[src/rtl/pipelined_adder.sv]
// Pipelined WIDTH-bit adder/subtractor with valid/ready flow control; STAGES slices, one carry register per slice boundary.
// Optional signed output saturation is enabled by defining PIPELINED_ADDER_SAT_EN.
module pipelined_adder #(
    parameter int WIDTH  = 32,
    parameter int STAGES = 4
) (
    input  logic             clk,
    input  logic             rst_n,
    input  logic             in_valid,
    output logic             in_ready,
    input  logic [WIDTH-1:0] a,
    input  logic [WIDTH-1:0] b,
    input  logic             cin,
    input  logic             sub,
    output logic             out_valid,
    input  logic             out_ready,
    output logic [WIDTH-1:0] sum,
    output logic             cout,
    output logic             ovf
);

    localparam int SW = (STAGES >= 1) ? WIDTH / STAGES : WIDTH;

    if (STAGES < 1) begin : g_bad_stages
        $error("pipelined_adder: STAGES must be at least 1");
    end else if (WIDTH % STAGES != 0) begin : g_bad_width
        $error("pipelined_adder: WIDTH must be a multiple of STAGES");
    end

`ifdef PIPELINED_ADDER_SAT_EN
    function automatic logic [WIDTH-1:0] saturate(input logic [WIDTH-1:0] raw,
                                                  input logic             ovf_f,
                                                  input logic             neg);
        logic signed [WIDTH-1:0] smin;
        logic signed [WIDTH-1:0] smax;
        smin = {1'b1, {(WIDTH-1){1'b0}}};
        smax = ~smin;
        if (!ovf_f) begin
            return raw;
        end
        return neg ? smin : smax;
    endfunction
`endif

    // One global advance: the whole pipe moves unless a result is blocked at the output.
    logic             adv;
    logic [WIDTH-1:0] b_eff;
    logic             cin_eff;

    assign adv      = ~out_valid | out_ready;
    assign in_ready = adv;
    assign b_eff    = sub ? ~b : b;
    assign cin_eff  = sub | cin;

    for (genvar k = 0; k < STAGES; k++) begin : g_stg
        logic [WIDTH-1:0] a_src;
        logic [WIDTH-1:0] b_src;
        logic [WIDTH-1:0] s_src;
        logic             c_src;
        logic             v_src;
        logic [SW:0]      slice_sum;
        logic [WIDTH-1:0] s_d;
        logic [WIDTH-1:0] s_fin;
        logic             ovf_d;
        logic [WIDTH-1:0] a_q;
        logic [WIDTH-1:0] b_q;
        logic [WIDTH-1:0] s_q;
        logic             c_q;
        logic             v_q;
        logic             ovf_q;

        if (k == 0) begin : g_head
            assign a_src = a;
            assign b_src = b_eff;
            assign s_src = '0;
            assign c_src = cin_eff;
            assign v_src = in_valid;
        end else begin : g_body
            assign a_src = g_stg[k-1].a_q;
            assign b_src = g_stg[k-1].b_q;
            assign s_src = g_stg[k-1].s_q;
            assign c_src = g_stg[k-1].c_q;
            assign v_src = g_stg[k-1].v_q;
        end

        assign slice_sum = {1'b0, a_src[k*SW +: SW]} + {1'b0, b_src[k*SW +: SW]}
                         + {{SW{1'b0}}, c_src};

        always_comb begin
            s_d = s_src;
            s_d[k*SW +: SW] = slice_sum[SW-1:0];
        end

        // Overflow uses the raw sum; saturation only ever touches the final register.
        if (k == STAGES - 1) begin : g_tail
            assign ovf_d = (a_src[WIDTH-1] == b_src[WIDTH-1]) & (s_d[WIDTH-1] != a_src[WIDTH-1]);
`ifdef PIPELINED_ADDER_SAT_EN
            assign s_fin = saturate(s_d, ovf_d, a_src[WIDTH-1]);
`else
            assign s_fin = s_d;
`endif
        end else begin : g_mid
            assign ovf_d = 1'b0;
            assign s_fin = s_d;
        end

        always_ff @(posedge clk or negedge rst_n) begin
            if (!rst_n) begin
                v_q   <= 1'b0;
                c_q   <= 1'b0;
                ovf_q <= 1'b0;
                a_q   <= '0;
                b_q   <= '0;
                s_q   <= '0;
            end else if (adv) begin
                v_q   <= v_src;
                c_q   <= slice_sum[SW];
                ovf_q <= ovf_d;
                a_q   <= a_src;
                b_q   <= b_src;
                s_q   <= s_fin;
            end
        end
    end

    assign out_valid = g_stg[STAGES-1].v_q;
    assign sum       = g_stg[STAGES-1].s_q;
    assign cout      = g_stg[STAGES-1].c_q;
    assign ovf       = g_stg[STAGES-1].ovf_q;

endmodule

[config.mk]
export PLATFORM = sky130hd
export DESIGN_NAME = pipelined_adder
export DESIGN_NICKNAME = d
export VERILOG_FILES = /design/src/rtl/pipelined_adder.sv
export SDC_FILE = /design/constraint.sdc
export NUM_CORES = 1
export LEC_CHECK = 0
export CAP_MARGIN = 0
export CORE_UTILIZATION = 35
export CTS_CLUSTER_SIZE = 24
export DETAILED_ROUTE_END_ITERATION = 8
export PLACE_DENSITY = 0.62
export SLEW_MARGIN = 15
export SYNTH_ARGS = -nofsm -noshare
export SYNTH_HDL_FRONTEND = slang
export SYNTH_SLANG_ARGS = --single-unit
[constraint.sdc]
create_clock -name clk -period 4.45 [get_ports clk]
set_input_delay 0.89 -clock clk [delete_from_list [all_inputs] [get_ports clk]]
set_output_delay 0.89 -clock clk [all_outputs]
set_load 0.01 [all_outputs]
Word level (Yosys, flattened, before mapping)
Index checks and enable logic that the tools add are counted.
{"block": "word_totals", "input_bits": 70, "latchBits": 0, "register_bits": 281, "ramBits": 0, "output_inout_bits": 36, "romBits": 0, "n_memories": 0}
{"block": "classes", "n_mul": 0, "div": 0, "n_eq_ne": 2, "n_bitwise": 5, "reduce_logical": 0, "n_shift": 0, "mux": 1, "addsub": 8, "magnitude_cmp": 0}
{"cell": "$add 8x8->9", "n": 4}
{"cell": "$add 9x1->9", "n": 4}
{"cell": "$mux 32", "n": 1}
{"cell": "$not 32->32", "n": 1}
{"cell": "$or 1x1->1", "n": 2}
{"cell": "$and 1x1->1", "n": 1}
{"cell": "$eq 1x1->1", "n": 1}
{"cell": "$ne 1x1->1", "n": 1}
{"cell": "$not 1->1", "n": 1}

Logic depth before layout (Yosys ltp)
{"block": "depth", "depth_word": 4, "mapped_depth": 11, "depth_no_buf": 9}

Least setup slack after synthesis
No wires, ideal clock.
{"block": "synth_path", "path_type": "input to register", "startpoint": "input port sub", "endpoint": "register g_stg[0].c_q", "required_ns": 4.326, "n_path_buf": 2, "t_arrival_ns": 2.961, "setup_ns": 0.124, "stages": 11, "setup_slack_ns": 1.365, "cell_sequence": "buf_2 -> buf_2 -> or2_2 -> fa_1 -> inv_1 -> fa_1 -> nor2b_4 -> o31a_1 -> o21ai_2 -> a21oi_1 -> a211o_1"}
{"block": "synth_between", "elab_chain_len": 3, "word_cells_on_any_way": 4, "cone_classes": "2 x add/sub; 1 x mux; 1 x bitwise"}
{"item": "start: declaration", "line_no": "14", "rtl": "input logic sub,"}
{"item": "$mux 32", "line_no": "52", "rtl": "assign b_eff = sub ? ~b : b;"}
{"item": "$add 8x8->9", "line_no": "86", "rtl": "assign slice_sum = {1'b0, a_src[k*SW +: SW]} + {1'b0, b_src[k*SW +: SW]}"}
{"item": "$add 9x1->9 (*)", "line_no": "87", "rtl": "+ {{SW{1'b0}}, c_src};"}
{"item": "end signal: assignment", "line_no": "117", "rtl": "c_q <= slice_sum[SW];"}
{"item": "end: declaration", "line_no": "68", "rtl": "logic c_q;"}
Mark *: on every way between the ends. The rest lies on a longest branch, timed or not.
A chain may end at the register's enable or synchronous reset.

Worst setup path in the final report
{"block": "layout_path", "startpoint": "input port out_ready", "endpoint": "output port in_ready"}
{"block": "layout_between", "elab_chain_len": 1}
{"item": "start: declaration", "line_no": "16", "rtl": "input logic out_ready,"}
{"item": "$or 1x1->1", "line_no": "50", "rtl": "assign adv = ~out_valid | out_ready;"}
{"item": "end: declaration", "line_no": "10", "rtl": "output logic in_ready,"}
Every way passes these cells.

==> results.cfg <==
[run_status]
outcome = finished clean

[placement]
place_inst = 1304
place_hpwl_mm = 11.1
pre_cts_ws_ns = 1.22
place_congestion = 0.787
portBuffers = 105

[die]
start_util_pct = 35.8
num_io_pins = 106
rows = 56
die_w_um = 157
die_h_um = 157
design.core.area_sq_um = 23500
dieArea_sq_um = 24600

[worst_setup_path]
crit_path_max_fanout = 4
endpoint_kind = primary output
start_kind = input pin
rrSetupSlack_ns = 2.05
arrival_ns = 2.18
required_ns = 3.56
worstSetupPathType = in2out

[synth]
synthCells = 918
synth_seq_area_share_pct = 55.1
async_reset_ff_share_pct = 100
synth_ff_type = dfrtp_1
syn-cell-area_sq_um = 8390
avgSynthCellArea_sq_um = 9.14
ys_ff_latch = 185
yosysUniqueCellTypes = 36
netlist_top_cells_area = dfrtp_1 55%, nand2_1 19%, ha_1 4.2%
synth_top_area_share_pct = 55.1
synth_edf_count = 0
yosysTopAreaCell = dfrtp_1
synth_warnings = 0
synth_fp_nets = 1024
yosysMostFrequentCell = nand2_1
synth_common_cells = 430 x nand2_1, 185 x dfrtp_1, 50 x o21ai_0

[drt]
vias_per_cell = 4.41
post_drt_wl_per_cell_um = 12.6
vias = 5898
drtAntennaViolNets = 0
routed_wl_mm = 16.8
drtPass1Iterations = 4
drc = 0
first_iter_violations = 386

[pwr]
seq_power_share_pct = 40.0
ir_worst_vdd_mv = 0.270
p_int_w = 0.00451
power_leakage_nw = 4.94
swShare_pct = 36.6
pwr_density_cell_nw_per_um2 = 691
pwr-share-clk_pct = 22.1
power_switching_w = 0.00261
comb_power_share_pct = 37.9

[clock_tree]
ctsHtreeMaxLevel = 4
root_buffer = clkbuf_16
cts_buffers = 17
cts_resized = 0
postCtsSetupBuffers = 0
clock_latency_ns = 0.42
clk_pin_slew_ns = 0.07
cts_tree = done
clkSinkCount = 185
cts_hold_buf = 0
cts_buffer_depth = 2

[global_route]
overflow = 0
grt_util_all_layers_pct = 14.8
grt_max_degree = 154
grt_first_pass_wirelength_mm = 28.6
antenna_found_initial = 2
grt_pass1_vias = 5656

[timing]
slew_headroom_pct = 36.8
worst_pin_slew_ns = 0.947
hold_viol_final = 0
final-setup-viol-count = 0
setup-tns-final_ns = 0
setup_slack_ns = 1.38
post-route-period-util_pct = 69.0
skew_ns = 0.00831
drv_slew = 0
fmax_mhz = 326
post-route-min-period_ns = 3.07
rsz0062_at_grt = false

[finish]
drive_above_1_share_pct = 4.82
nets = 1110
fin_cells = 1338
areaGrowthSynthToFinish_pct = 22.7

[run]
cap_violations = 0

[worst_hold_path]
hold_class = reg2reg
sequential cells by signal (all words and copies together) (netlist names):
signal     cells
g_stg.a_q     48
sum           32
cout           1
g_stg.b_q     48
g_stg.v_q      3
ovf            1
g_stg.c_q      3
g_stg.s_q     48
out_valid      1
worst max-delay path, stage by stage:
cell             delay (ns)
clkdlybuf4s50_1        0.45
and2b_4                0.23
inv_4                  0.07
clkdlybuf4s50_1        0.53
layout by cell type (no fill, tap or decap), drive strengths merged:
cell,count
nand2,430
dfrtp,185
clkdlybuf4s50,103
o21ai,60
xnor2,28
ha,28
inv,24
xor2,21
a21oi,20
nor2,20
clkbuf,19
nor3,11
a211oi,10
fa,8
buf,7
a21o,6
a31oi,5
o21bai,3
o21a,3
o31ai,3
diode,2
o211ai,2
nor2b,2
o31a,2
a21boi,2
nor3b,2
nand3,2
a211o,2
bufinv,2
clkinv,2
or2,1
and2b,1
nand3b,1
nand2b,1
clkinvlp,1
layer usage:
layer | global-route usage [%] | routed length (um) | vias to the layer above
met4 | 5.98 | 289 | 0
met1 | 22.6 | 9000 | 2698
met5 | 0 | 0 | -
met2 | 20.0 | 6970 | 83
li1 | - | - | 3104
met3 | 3.07 | 573 | 13
layout make-up:
cell class                 instances  area (sq um)
fill                            2343         13200
sequential                       185          4630
multi-input combinational        674          3470
antenna                            2          5.00
timing repair buffer             111          1120
clock inverter                    14           175
clock buffer                      18           439
tap                              319           399
inverter                          15          58.8
metrics by stage:
step                hold WS [ns]  cell area (sq um)  util, %  total power [W]
floorplan                  0.430               8390        -          0.00469
global placement           0.442               9680     41.2          0.00553
detailed placement         0.443               9680     41.2          0.00562
CTS                        0.459              10300     43.8          0.00723
global route               0.489              10300     43.9          0.00775
finish                     0.456              10300     43.9          0.00711
cells by family (layout without fill, tap and decap cells):
logic type	Yosys count	in the layout	share of synthesized area, %
AO/OA/AOI/OAI	118	118	8.38
XOR/XNOR	49	49	5.11
adder cells (fa/ha/maj)	36	36	6.08
buffers and inverters	59	158	3.55
flip-flops	185	185	55.1
other	0	2	0
AND/OR/NAND/NOR	471	471	21.7
power by group through the flow:
stage / sequential (W) / clock [W] / combinational (W)
floorplan: 0.00285 / 0 / 0.00184
global placement: 0.00286 / 0 / 0.00267
detailed placement: 0.00289 / 0 / 0.00273
CTS: 0.00286 / 0.00162 / 0.00274
global route: 0.00296 / 0.00169 / 0.00309
finish: 0.00285 / 0.00157 / 0.00269
worst paths after layout:
kind,start,endpoint,depth (start not counted)
worst min register to register,g_stg[2].v_q,out_valid,1
worst max register to register,g_stg[2].a_q[24],sum[30],7
worst max-delay path,out_ready,in_ready,4
worst min-delay path,g_stg[2].v_q,out_valid,1
min in group asynchronous,rst_n,g_stg[0].a_q[10],1
max in group asynchronous,rst_n,g_stg[0].a_q[23],2
Power figures use the tool's default switching activity.
